[config.mk]
export PLATFORM = sky130hd
export DESIGN_NAME = eth_frame_capture_flat
export DESIGN_NICKNAME = d
export VERILOG_FILES = /design/src/rtl/eth_frame_capture_if.sv /design/src/rtl/eth_frame_capture.sv /design/src/flat_wrapper.sv
export SDC_FILE = /design/constraint.sdc
export NUM_CORES = 1
export LEC_CHECK = 0
export BUFFER_PORTS_ARGS = -buffer_cell sky130_fd_sc_hd__buf_4
export CORE_MARGIN = 10
export CORE_UTILIZATION = 53
export CTS_BUF_LIST = sky130_fd_sc_hd__clkbuf_8
export DETAILED_ROUTE_END_ITERATION = 6
export PLACE_DENSITY = 0.75
export SETUP_SLACK_MARGIN = 0.1
export SLEW_MARGIN = 40
export SYNTH_ARGS = -nofsm -noshare
export SYNTH_HDL_FRONTEND = slang
export SYNTH_SLANG_ARGS = --single-unit
[constraint.sdc]
create_clock -name clk -period 7.2 [get_ports clk]
set_clock_uncertainty 0.15 [all_clocks]
set_input_delay 1.44 -clock clk [delete_from_list [all_inputs] [get_ports clk]]
set_output_delay 1.44 -clock clk [all_outputs]
set_load 0.005 [all_outputs]
[src/rtl/eth_frame_capture_if.sv]
// eth_frame_capture_if: received byte stream in, payload FIFO write port and frame status out
interface eth_frame_capture_if #(
    parameter int DATA_WIDTH = 8,
    parameter int LEN_W      = 11
);
    logic [DATA_WIDTH-1:0] rx_byte;
    logic                  rx_byte_valid;
    logic                  capturing;
    logic                  fifo_full;
    logic                  fifo_wr_en;
    logic [DATA_WIDTH-1:0] fifo_wr_data;
    logic                  fifo_wr_last;
    logic                  frame_done;
    logic                  frame_error;
    logic [1:0]            err_code;
    logic [LEN_W-1:0]      payload_len;
    logic [31:0]           captured_fcs;

    modport master (
        output rx_byte, rx_byte_valid, capturing, fifo_full,
        input  fifo_wr_en, fifo_wr_data, fifo_wr_last, frame_done, frame_error,
               err_code, payload_len, captured_fcs
    );

    modport slave (
        input  rx_byte, rx_byte_valid, capturing, fifo_full,
        output fifo_wr_en, fifo_wr_data, fifo_wr_last, frame_done, frame_error,
               err_code, payload_len, captured_fcs
    );
endinterface

[src/rtl/eth_frame_capture.sv]
// eth_frame_capture: variable-length payload capture, FCS recovered through a delay line
module eth_frame_capture #(
    parameter int DATA_WIDTH  = 8,
    parameter int FCS_BYTES   = 4,
    parameter int MIN_PAYLOAD = 46,
    parameter int MAX_PAYLOAD = 1500,
    parameter int LEN_W       = 11
) (
    input logic               clk,
    input logic               rst,
    eth_frame_capture_if.slave bus
);
    localparam int CW = LEN_W + 1;
    localparam int FW = FCS_BYTES * DATA_WIDTH;
    localparam logic [CW-1:0]    C_FCS  = CW'(FCS_BYTES);
    localparam logic [CW-1:0]    C_LONG = CW'(MAX_PAYLOAD + FCS_BYTES);
    localparam logic [CW-1:0]    C_SAT  = CW'(MAX_PAYLOAD + FCS_BYTES + 1);
    localparam logic [LEN_W-1:0] C_MIN  = LEN_W'(MIN_PAYLOAD);

    typedef enum logic [1:0] {IDLE, FILL, STREAM, DROP} state_t;

    state_t                state, state_nxt;
    logic                  cap_d;
    logic                  start, active, acc, eof, pop, is_long, need_wr, ovf, to_drop, wr_c;
    logic [CW-1:0]         cnt;
    logic [FW-1:0]         dl;
    logic [DATA_WIDTH-1:0] pend_d;
    logic                  pend_v;
    logic [1:0]            err_l, err_run, err_fin;
    logic [LEN_W-1:0]      len_c;

    // frame events: byte acceptance, delay-line pop, end of frame and error conditions
    always_comb begin
        active  = state != IDLE;
        start   = bus.capturing & ~cap_d;
        acc     = bus.capturing & bus.rx_byte_valid & (active | start);
        eof     = active & ~bus.capturing;
        pop     = acc & (cnt >= C_FCS);
        is_long = pop & (state != DROP) & (cnt == C_LONG);
        need_wr = pend_v & (state != DROP) & (pop | eof);
        ovf     = need_wr & bus.fifo_full;
        to_drop = ovf | is_long;
        len_c   = cnt > C_FCS ? LEN_W'(cnt - C_FCS) : '0;
    end

    // state register
    always_ff @(posedge clk or posedge rst) begin
        if (rst)
            state <= IDLE;
        else
            state <= state_nxt;
    end

    // next state: end of frame wins, then abort into DROP, then FILL->STREAM on first pop
    always_comb begin
        state_nxt = state == IDLE ? (start ? FILL : IDLE) :
                    eof ? IDLE :
                    to_drop ? DROP :
                    (state == FILL && pop) ? STREAM : state;
    end

    // write strobe and error selection; first error of the frame is kept, short only at end
    always_comb begin
        wr_c    = need_wr & ~bus.fifo_full;
        err_run = err_l != 2'b00 ? err_l : ovf ? 2'b11 : is_long ? 2'b10 : 2'b00;
        err_fin = err_run != 2'b00 ? err_run : len_c < C_MIN ? 2'b01 : 2'b00;
    end

    // delay line, pending byte, saturating byte counter and latched error
    always_ff @(posedge clk or posedge rst) begin
        if (rst) begin
            cap_d  <= 1'b1;
            cnt    <= '0;
            dl     <= '0;
            pend_d <= '0;
            pend_v <= 1'b0;
            err_l  <= '0;
        end else begin
            cap_d <= bus.capturing;
            if (eof) begin
                cnt    <= '0;
                dl     <= '0;
                pend_v <= 1'b0;
                err_l  <= '0;
            end else if (acc) begin
                cnt   <= cnt == C_SAT ? cnt : cnt + 1'b1;
                dl    <= {dl[FW-DATA_WIDTH-1:0], bus.rx_byte};
                err_l <= err_run;
                if (pop) begin
                    pend_d <= dl[FW-1 -: DATA_WIDTH];
                    pend_v <= ~to_drop & (state != DROP);
                end
            end
        end
    end

    // registered FIFO write port and end-of-frame status
    always_ff @(posedge clk or posedge rst) begin
        if (rst) begin
            bus.fifo_wr_en   <= 1'b0;
            bus.fifo_wr_data <= '0;
            bus.fifo_wr_last <= 1'b0;
            bus.frame_done   <= 1'b0;
            bus.frame_error  <= 1'b0;
            bus.err_code     <= '0;
            bus.payload_len  <= '0;
            bus.captured_fcs <= '0;
        end else begin
            bus.fifo_wr_en   <= wr_c;
            bus.fifo_wr_last <= wr_c & eof;
            bus.frame_done   <= eof;
            if (wr_c)
                bus.fifo_wr_data <= pend_d;
            if (eof) begin
                bus.payload_len  <= len_c;
                bus.err_code     <= err_fin;
                bus.frame_error  <= err_fin != 2'b00;
                bus.captured_fcs <= dl;
            end
        end
    end
endmodule

[src/flat_wrapper.sv]
// flat-port wrapper written by rule: the top's interface ports become plain ports
module eth_frame_capture_flat 
#(
    parameter int DATA_WIDTH  = 8,
    parameter int FCS_BYTES   = 4,
    parameter int MIN_PAYLOAD = 46,
    parameter int MAX_PAYLOAD = 1500,
    parameter int LEN_W       = 11
)
  (clk, rst, bus_rx_byte, bus_rx_byte_valid, bus_capturing, bus_fifo_full, bus_fifo_wr_en, bus_fifo_wr_data, bus_fifo_wr_last, bus_frame_done, bus_frame_error, bus_err_code, bus_payload_len, bus_captured_fcs);
  eth_frame_capture_if #(.DATA_WIDTH(DATA_WIDTH), .LEN_W(LEN_W)) bus_i ();
  input logic clk;
  input logic rst;
  input wire logic [$bits(bus_i.rx_byte)-1:0] bus_rx_byte;
  input wire logic [$bits(bus_i.rx_byte_valid)-1:0] bus_rx_byte_valid;
  input wire logic [$bits(bus_i.capturing)-1:0] bus_capturing;
  input wire logic [$bits(bus_i.fifo_full)-1:0] bus_fifo_full;
  output wire logic [$bits(bus_i.fifo_wr_en)-1:0] bus_fifo_wr_en;
  output wire logic [$bits(bus_i.fifo_wr_data)-1:0] bus_fifo_wr_data;
  output wire logic [$bits(bus_i.fifo_wr_last)-1:0] bus_fifo_wr_last;
  output wire logic [$bits(bus_i.frame_done)-1:0] bus_frame_done;
  output wire logic [$bits(bus_i.frame_error)-1:0] bus_frame_error;
  output wire logic [$bits(bus_i.err_code)-1:0] bus_err_code;
  output wire logic [$bits(bus_i.payload_len)-1:0] bus_payload_len;
  output wire logic [$bits(bus_i.captured_fcs)-1:0] bus_captured_fcs;
  assign bus_i.rx_byte = bus_rx_byte;
  assign bus_i.rx_byte_valid = bus_rx_byte_valid;
  assign bus_i.capturing = bus_capturing;
  assign bus_i.fifo_full = bus_fifo_full;
  assign bus_fifo_wr_en = bus_i.fifo_wr_en;
  assign bus_fifo_wr_data = bus_i.fifo_wr_data;
  assign bus_fifo_wr_last = bus_i.fifo_wr_last;
  assign bus_frame_done = bus_i.frame_done;
  assign bus_frame_error = bus_i.frame_error;
  assign bus_err_code = bus_i.err_code;
  assign bus_payload_len = bus_i.payload_len;
  assign bus_captured_fcs = bus_i.captured_fcs;
  eth_frame_capture #(.DATA_WIDTH(DATA_WIDTH), .FCS_BYTES(FCS_BYTES), .MIN_PAYLOAD(MIN_PAYLOAD), .MAX_PAYLOAD(MAX_PAYLOAD), .LEN_W(LEN_W)) u_core (.clk(clk), .rst(rst), .bus(bus_i));
endmodule
* Yosys cells after proc, flatten, opt, wreduce, memory -nomap -nowiden *
Cells that the tools add are included.
W data, S select, Z words.

storage, ports and cells
  flip-flop bits (word level) = 115
  bits in latches = 0
  RAM bits = 0
  ROM bits = 0
  input bits = 13
  output and inout port bits = 57
  memories = 0

cells by class
  $add $sub $neg = 2
  multiply operators = 0
  divide/modulo/power cells = 0
  order comparisons = 3
  equal/unequal tests = 5
  shift operators = 0
  multiplexer cells = 21
  bitwise logic cells = 21
  reduce and logical (&&, ||, !) cells = 12

operator list
  operator                 count
  $mux W32                 2
  $mux W12                 3
  $eq A12 B11 Y1 const B   2
  $mux W2                  10
  $and A1 B1 Y1            13
  $add A12 B1 Y12 const B  1
  $ge A12 B3 Y1 const B    1
  $gt A12 B3 Y1 const B    1
  $reduce_bool A2 Y1       6
  $lt A11 B6 Y1 const B    1
  $mux W11                 1
  $sub A11 B3 Y11 const B  1
  $mux W1                  5
  $not A1 Y1               5
  $reduce_and A2 Y1        2
  $reduce_bool A4 Y1       1
  $or A1 B1 Y1             3
  $reduce_and A3 Y1        1
  $eq A2 B1 Y1 const B     1
  $logic_not A2 Y1         1
  $ne A2 B1 Y1 const B     1
  $ne A2 B2 Y1 const B     1
  $logic_and A1 B1 Y1      1

* Logic depth before layout (Yosys ltp) *
Gate-level depths: netlist of run 1.

  word-level depth = 14
  depth in mapped cells = 10
  gate-level depth less buffers = 7

* Worst setup path before layout of run 1 *
Ideal clock, no wire load.

  kind = input port to flip-flop
  start = input port bus_capturing
  end = register u_core.cnt[11]
  setup time = 0.120 ns
  arrival time = 2.547 ns
  data required time = 6.930 ns
  slack = 4.382 ns
  cell stages on the path = 7
  path buffers = 1
  path through = or2_1 -> buf_4 -> inv_2 -> nor4_4 -> nor3_2 -> a31oi_1 -> a41o_1

between the ends
  word-level cells in the longest chain between the ends = 5
  elaborated cells on any way between the ends = 10

RTL lines
  element                       RTL line                 text
  start: declaration            flat_wrapper.sv:16       input wire logic [$bits(bus_i.capturing)-1:0] bus_capturing;
  $and A1 B1 Y1                 eth_frame_capture.sv:35  start = bus.capturing & ~cap_d;
  $or A1 B1 Y1                  eth_frame_capture.sv:36  acc = bus.capturing & bus.rx_byte_valid & (active | start);
  $and A1 B1 Y1                 eth_frame_capture.sv:36
  $reduce_bool A2 Y1 (no line)  n/a
  $reduce_and A2 Y1 (no line)   n/a
  end signal: assignment        eth_frame_capture.sv:86  cnt <= cnt == C_SAT ? cnt : cnt + 1'b1;
  end: declaration              eth_frame_capture.sv:25  logic [CW-1:0] cnt;

Several ways; a longest one is shown, not always the timed one.
A chain may end at the register's enable or synchronous reset.

* Worst setup path in the final report of run 1 *
  start = input port bus_capturing
  end = register u_core.cnt[7]

The elaborated chain is that of the path after synthesis.

==> run_results.csv, run 1 <==
group,metric,value,unit
run_status,status,"complete, no violations",
sta,fin_tns_setup,0,ps
grt,gr-total-overflow,0,
placed_design,routabilityCongestion,0.850,
worst_setup_path,cp-end-kind,"flip-flop",
synthesis,syn_area_per_cell,9.34,sq um
layout,syn_to_final_growth,19.4,%
sta,min_period,3490,ps
power_and_ir_drop,leakage,0.00306,uW
drt,route.antenna.remaining_nets,0,
synthesis,yosysWarnings,0,
clock_network,cts-root-buf,"clkbuf_8",
power_and_ir_drop,ir_worst_vdd,0.151,mV
worst_setup_path,cp-start-kind,"primary input",
synthesis,synth_cells,539,
worst_setup_path,crit_chain,"buf_4 -> or2_4 -> inv_2 -> nor4_4 -> nor3_2 -> nand4_1 -> mux2i_1",
sta,timing.final.crit_share,48.5,%
layout,layout-drive-gt1-share,20.9,%
sta,maxSlewViolCount,0,
clock_network,cts_tree,"built",
synthesis,synth_edf_count,0,
synthesis,synth_area,5030,sq um
clock_network,clock_sinks,115,
drt,vias,3887,
sta,rsz0062_at_grt,"false",
drt,drc,0,
layout,final_nets,618,
clock_network,cts-resized-gates,0,
placed_design,place_ws,3300,ps
power_and_ir_drop,p_per_area,296,nW/um^2
sta,setup_viol,0,
clock_network,post_cts.repair.setup_buffers,0,
grt,grt_pass1_vias,3846,
flow_run,maxCapViolCount,0,
sta,max_freq,0.286,GHz
grt,grt_start_max_net_pins,63,
die,die_area,13800,sq um
die,die_y,117,um
die,rows,35,
drt,routedWlPerCell,14.7,um
worst_setup_path,critPathTopFamily,"simple AND/OR/NAND/NOR gates",
worst_setup_path,critPathBufInv,2,
die,coreArea,9240,sq um
clock_network,insertion_delay,430,ps
clock_network,clockBufferDepth,2,
die,ioPinCount,70,
synthesis,synthArstFlopShare,100,%
clock_network,path_clk_slew,70,ps
worst_setup_path,cpMaxStageDelayCell,"nor4_4",
placed_design,io_buffers,69,
worst_setup_path,worstSetupPathType,"in2reg",
synthesis,synth.distinct_cells,58,
drt,drtPass1Iterations,4,
die,initial_utilization,54.5,%
placed_design,hpwl,7290,um
worst_setup_path,cp_max_fo,62,
synthesis,ys_seq_area_share,57.2,%
worst_setup_path,arrival,3690,ps
sta,timing_hold_violations_final,0,
clock_network,ctsHoldBuffers,0,
grt,antenna_found_initial,0,
worst_setup_path,critical_path.max_stage_delay,640,ps
synthesis,syn_nets,559,
die,die_x,117,um
drt,via_per_inst,5.25,
synthesis,ys_seq_elements,115,
drt,dr.first_iter.drc_count,206,
grt,grt_usage,16.2,%
worst_hold_path,hold_path.class,"reg2reg",
layout,diodes,0,
worst_setup_path,critPathRequiredTime,7400,ps
grt,grt_pass1_wl,18900,um
clock_network,htreeDepth,4,
sta,fin_ws,3710,ps
sta,worst_pin_slew,717,ps
sta,maxSlewHeadroom,52.2,%
drt,wirelength,10900,um
clock_network,cts_made_buffers,17,
synthesis,synth_flop_cell,"dfrtp_1",
stage by stage:
step	area (sq um)	cells	hold slack (ps)	total power, uW	util (%)
2_1_floorplan	5030	539	289	1040	-
3_3_place_gp	5600	708	313	1190	60.7
3_5_place_dp	5610	708	308	1200	60.7
4_1_cts	6000	740	326	1790	64.9
5_1_grt	6010	740	357	1880	65.0
6_report	6010	740	322	1780	65.0
cells by family (layout without fill, tap and decap cells):
kind of cell / Yosys count / count (layout) / synth area share [%]
adders and majority gates: 7 / 7 / 1.74
DFF: 115 / 115 / 57.2
muxes: 9 / 9 / 1.99
buffers and inverters: 42 / 114 / 3.48
AOI/OAI and AO/OA: 75 / 75 / 9.47
and+or+nand+nor: 279 / 279 / 24.0
xor gates and xnor gates: 12 / 12 / 2.09
power by group:
part | switching (uW) | total, uW | internal, uW
Sequential | 72.0 | 808 | 737
Combinational | 204 | 378 | 175
Clock | 280 | 590 | 310
state kept, by name, indices dropped and copies added (netlist names):
register / cells
u_core.bus.captured_fcs: 32
u_core.dl: 32
u_core.cnt: 12
u_core.bus.payload_len: 11
u_core.bus.fifo_wr_data: 8
u_core.pend_d: 8
u_core.bus.err_code: 2
u_core.err_l: 2
u_core.state: 2
u_core.bus.fifo_wr_en: 1
u_core.bus.fifo_wr_last: 1
u_core.bus.frame_done: 1
u_core.bus.frame_error: 1
u_core.cap_d: 1
u_core.pend_v: 1
cells in the mapped netlist (7+ instances only):
library cell	count	area share [%]
inv_1	9	0.67
o31ai_1	7	1.0
buf_1	7	0.52
a21oi_1	38	3.8
buf_2	8	0.80
dfrtp_1	114	57
xnor2_1	8	1.4
nor2_1	26	1.9
ha_1	7	1.7
clkbuf_1	15	1.1
mux2_2	7	1.6
nand2_1	212	16
metal layers:
metal	global-route usage [%]	wire, um
met4	7.42	177
met3	4.84	667
met1	21.3	5010
met2	24.1	5030
met5	0	0
cell type report:
type	count	area, sq um
sequential	115	2880
clock inverter	15	158
clock buffer	17	234
tap	129	161
timing repair buffer	72	541
inverter	10	40.0
fill	748	3230
multi-input combinational	382	2000
cell usage in the layout (no fill, tap or decap), types with 5 or more instances in the layout:
master,instances
a31oi_1,5
xnor2_1,8
inv_1,9
a21oi_1,37
buf_4,72
clkbuf_8,17
nand2_1,212
ha_1,7
nor2_1,26
o31ai_1,7
mux2_2,7
o21ai_0,5
dfrtp_1,114
tightest hold or removal path, stage by stage, from the launching register on:
cell	delay, ps
dfrtp_1	340
nand2_1	50
nand2_1	50
worst paths after layout:
path | depth (start not counted) | start | to | slack (ps)
min | 2 | u_core.pend_d[4] | u_core.pend_d[4] | 320
max | 7 | bus_capturing | u_core.cnt[7] | 3710
min reg2reg | 2 | u_core.pend_d[4] | u_core.pend_d[4] | 320
min in group asynchronous | 2 | rst | u_core.cnt[1] | 980
max reg2reg | 7 | u_core.state[1] | u_core.cnt[7] | 4090
max in group asynchronous | 3 | rst | u_core.cnt[7] | 4720
(Power assumes the default switching activity.)
==> run 2: changes to the inputs <==
- clock period: 7.2 -> 3.3 ns (I/O delays scaled with it)
==> run_results.csv, run 2 (synthesis gave the netlist of run 1 again) <==
group,metric,value,unit
die,die_area,13800,sq um
drt,drc,0,
clock_network,cts_tree,"built",
layout,final_cells,746,
clock_network,post_cts.repair.setup_buffers,0,
worst_setup_path,cp-start-kind,"flip-flop",
sta,fin_tns_setup,0,ps
clock_network,path_clk_slew,70,ps
layout,syn_to_final_growth,20.5,%
drt,dr.first_iter.drc_count,294,
drt,vias,3928,
layout,final_cell_mix,"nand2_1, dfrtp_1, buf_4",
sta,maxSlewViolCount,0,
drt,routedWlPerCell,15.0,um
grt,grt_start_max_net_pins,64,
drt,route.antenna.remaining_nets,0,
worst_setup_path,cp-end-kind,"flip-flop",
sta,setup_viol,0,
power_and_ir_drop,ir_worst_vdd,0.313,mV
worst_setup_path,arrival,2860,ps
layout,final_common_cell,"nand2_1",
sta,hold_ws,58.9,ps
die,rows,35,
grt,grt_usage,16.5,%
drt,wirelength,11200,um
placed_design,hpwl,7590,um
flow_run,maxCapViolCount,0,
layout,layout-drive-gt1-share,21.4,%
sta,timing_hold_violations_final,0,
layout,final_core_util,65.6,%
layout,final_nets,624,
worst_setup_path,cp_max_fo,10,
die,die_x,117,um
sta,worst_pin_slew,663,ps
sta,max_freq,0.368,GHz
drt,drtPass1Iterations,6,
clock_network,ctsHoldBuffers,0,
clock_network,cts-resized-gates,0,
layout,nFillCells,751,
grt,antenna_found_initial,0,
clock_network,insertion_delay,400,ps
drt,via_per_inst,5.27,
die,die_y,117,um
placed_design,io_buffers,69,
layout,top_regs,"u_core.bus.captured_fcs x32, u_core.dl x32, u_core.cnt x12",
grt,grt_pass1_wl,19300,um
placed_design,routabilityCongestion,0.823,
sta,timing.final.crit_share,82.4,%
sta,rsz0062_at_grt,"false",
placed_design,placed_cells,713,
die,ioPinCount,70,
worst_hold_path,hold_path.class,"in2async",
worst_setup_path,critPathRequiredTime,3440,ps
power_and_ir_drop,leakage,0.00308,uW
worst_setup_path,reg2reg_slack,580,ps
clock_network,cts_made_buffers,17,
clock_network,clockBufferDepth,2,
run_status,status,"complete, no violations",
layout,diodes,0,
power_and_ir_drop,p_per_area,635,nW/um^2
die,coreArea,9240,sq um
grt,grt_pass1_vias,3896,
clock_network,cts-root-buf,"clkbuf_8",
sta,maxSlewHeadroom,55.8,%
grt,gr-total-overflow,0,
worst_setup_path,worstSetupPathType,"reg2reg",
die,initial_utilization,54.5,%
sta,min_period,2720,ps
clock_network,htreeDepth,4,
clock_network,clock_sinks,115,
[run 2: per-layer routing]
layer  track usage (%)  vias up  routed length [um]  share of wire, %
met1              22.4     1916                5350                48
met3              4.80        4                 733               6.5
li1                  -     1903                   -                 -
met2              25.1      105                5080                45
met4              4.17        0                  57              0.51
met5                 0        -                   0                 0
[run 2: metrics by stage]
stage / setup slack [ps] / power, uW / area, sq um
after floorplan: 752 / 2260 / 5040
after global placement: 745 / 2610 / 5670
after detailed placement: 590 / 2640 / 5670
after CTS: 571 / 3880 / 6050
after global routing: 382 / 4070 / 6070
final: 581 / 3850 / 6070
[run 2: power breakdown]
part / internal [uW] / switching (uW)
clock: 662 / 577
combinational: 396 / 450
sequential: 1610 / 158
[run 2: final cells by class]
class / count / area [sq um] / area share [%]
Clock buffer: 17 / 234 / 3.86
Tap cell: 129 / 161 / 2.66
Multi-Input combinational cell: 382 / 1980 / 32.7
Timing Repair Buffer: 78 / 623 / 10.3
Inverter: 10 / 41.3 / 0.681
Sequential cell: 115 / 2880 / 47.5
Clock inverter: 15 / 144 / 2.37
[run 2: worst paths after layout]
kind,start,to,cells past startpoint
worst max-delay path,u_core.cnt[2],u_core.bus.fifo_wr_data[0],7
worst min-delay path,rst,u_core.bus.captured_fcs[26],2
worst max register to register,u_core.cnt[2],u_core.bus.fifo_wr_data[0],7
worst min register to register,u_core.pend_d[6],u_core.pend_d[6],2
max in group asynchronous,rst,u_core.bus.captured_fcs[5],3
min in group clk,bus_capturing,u_core.cap_d,1
[run 2: critical path, cell delays in order (launching register included)]
cell and delay [ps]:
dfrtp_1 500, inv_1 160, ha_1 230, nor3b_2 380
nand4_1 200, and2_0 270, o21ai_4 340, mux2_2 380
==> run 3: changes to the inputs <==
- clock period: 3.3 -> 2.6 ns (I/O delays scaled with it)
==> run_results.csv, run 3 (synthesis gave the netlist of run 1 again) <==
group,metric,value,unit
clock_network,cts-root-buf,"clkbuf_8",
die,die_area,13800,sq um
grt,gr-total-overflow,0,
drt,dr.first_iter.drc_count,393,
layout,final_nets,633,
sta,min_period,2350,ps
sta,maxSlewViolCount,0,
clock_network,path_clk_slew,80,ps
sta,maxSlewHeadroom,50.1,%
clock_network,htreeDepth,4,
power_and_ir_drop,switchingPower,1550,uW
sta,fin_tns_setup,0,ps
placed_design,routabilityCongestion,0.872,
drt,via_per_inst,5.32,
worst_setup_path,cp-start-kind,"flip-flop",
sta,setup_viol,0,
clock_network,cts_tree,"built",
clock_network,ctsHoldBuffers,0,
grt,grt_pass1_wl,19600,um
worst_setup_path,worstSetupPathType,"reg2reg",
worst_setup_path,cp-end-kind,"flip-flop",
clock_network,insertion_delay,410,ps
run_status,status,"complete, no violations",
clock_network,cts_made_buffers,17,
sta,timing_hold_violations_final,0,
power_and_ir_drop,ir_worst_vdd,0.410,mV
grt,antenna_found_initial,0,
die,initial_utilization,54.5,%
die,ioPinCount,70,
grt,grt_busiest_layer,"met2",
drt,route.antenna.remaining_nets,0,
power_and_ir_drop,p_per_area,798,nW/um^2
power_and_ir_drop,p_sw_share,31.6,%
sta,max_freq,0.426,GHz
power_and_ir_drop,p_int,3350,uW
layout,final_cells,755,
sta,fin_ws,253,ps
drt,drtPass1Iterations,4,
flow_run,maxCapViolCount,0,
sta,rsz0062_at_grt,"false",
drt,routedWlPerCell,15.0,um
layout,diodes,0,
layout,final_cell_mix,"nand2_1, dfrtp_1, buf_4",
die,rows,35,
placed_design,placed_cells,720,
grt,use_met1,23.0,%
placed_design,place_ws,140,ps
die,coreArea,9240,sq um
grt,grt_pass1_vias,3945,
drt,wirelength,11300,um
grt,use_met2,24.7,%
worst_setup_path,critPathRequiredTime,2750,ps
sta,worst_pin_slew,747,ps
placed_design,io_buffers,69,
die,die_y,117,um
layout,syn_to_final_growth,22.0,%
sta,timing.final.crit_share,90.3,%
die,die_x,117,um
layout,top_regs,"u_core.bus.captured_fcs x32, u_core.dl x32, u_core.cnt x12",
power_and_ir_drop,seqPwrFrac,45.2,%
layout,layout-drive-gt1-share,22.7,%
worst_hold_path,hold_path.class,"in2async",
drt,vias,4019,
power_and_ir_drop,power_frac_comb,23.7,%
clock_network,clockBufferDepth,2,
worst_setup_path,cp_max_fo,9,
clock_network,clock_sinks,115,
grt,met3_usage,5.23,%
power_and_ir_drop,clkPwrFrac,31.1,%
placed_design,hpwl,7880,um
worst_setup_path,arrival,2490,ps
grt,grt_start_max_net_pins,62,
power_and_ir_drop,leakage,0.00313,uW
layout,final_common_cell,"nand2_1",
grt,grt_usage,16.6,%
drt,drc,0,
-- run 3: cell types whose count changed in the layout (fill, tap and decap cells not counted), moves of 2 or more --
cell	previous run	this run
clkinvlp_4	8	5
buf_4	75	83
clkinv_4	0	4
inv_6	1	3
-- run 3: power groups by stage --
| stage | sequential [uW] | clock, uW | combinational (uW) |
|---|---|---|---|
| global placement | 2240 | 0 | 1110 |
| CTS | 2220 | 1540 | 1150 |
| finish | 2220 | 1520 | 1160 |
| floorplan | 2230 | 0 | 651 |
| global route | 2250 | 1640 | 1310 |
| detailed placement | 2250 | 0 | 1140 |
-- run 3: worst max-delay path, cell delays in order, from the launching register on --
cell and delay (ps):
dfrtp_1 390, inv_1 110, ha_1 230, nor3b_4 250
nand4_1 170, and2_0 250, o21ai_4 200, buf_12 140
mux2_2 330
-- run 3: final cells by class --
class	instances	area (sq um)
clock buffer	17	234
sequential	115	2880
clock inverter	15	135
timing repair buffer	87	703
fill	712	3100
multi-input combinational	382	1990
tap	129	161
inverter	10	41.3
-- run 3: metrics by stage --
step                      util, %  total power, uW  cell area [sq um]  hold slack, ps
final                        66.5             4900               6140            74.9
after detailed placement     62.1             3390               5740             314
after global routing         66.5             5200               6140            89.6
after floorplan                 -             2880               5040             289
after CTS                    66.1             4910               6110            88.5
after global placement       62.1             3350               5740             308
-- run 3: worst paths after layout --
path | start | endpoint | slack, ps | cells after the start
min in group clk | bus_capturing | u_core.cap_d | 110 | 1
worst max-delay path | u_core.cnt[3] | u_core.bus.fifo_wr_data[2] | 250 | 8
worst max register to register | u_core.cnt[3] | u_core.bus.fifo_wr_data[2] | 250 | 8
worst min-delay path | rst | u_core.bus.captured_fcs[18] | 70 | 2
worst min register to register | u_core.bus.captured_fcs[23] | u_core.bus.captured_fcs[23] | 330 | 2
max in group asynchronous | rst | u_core.cap_d | 1540 | 3
-- run 3: layer usage --
metal  routed length (um)  vias up
li1                     -     1925
met1                 5310     1977
met2                 5230      111
met3                  727        6
met4                   60        0
met5                    0        -
-- run 3: timing repair --
action / CTS / global route
buffers inserted: 0 / 3
resized for setup: 0 / 0
setup endpoints to repair: 0 / 9
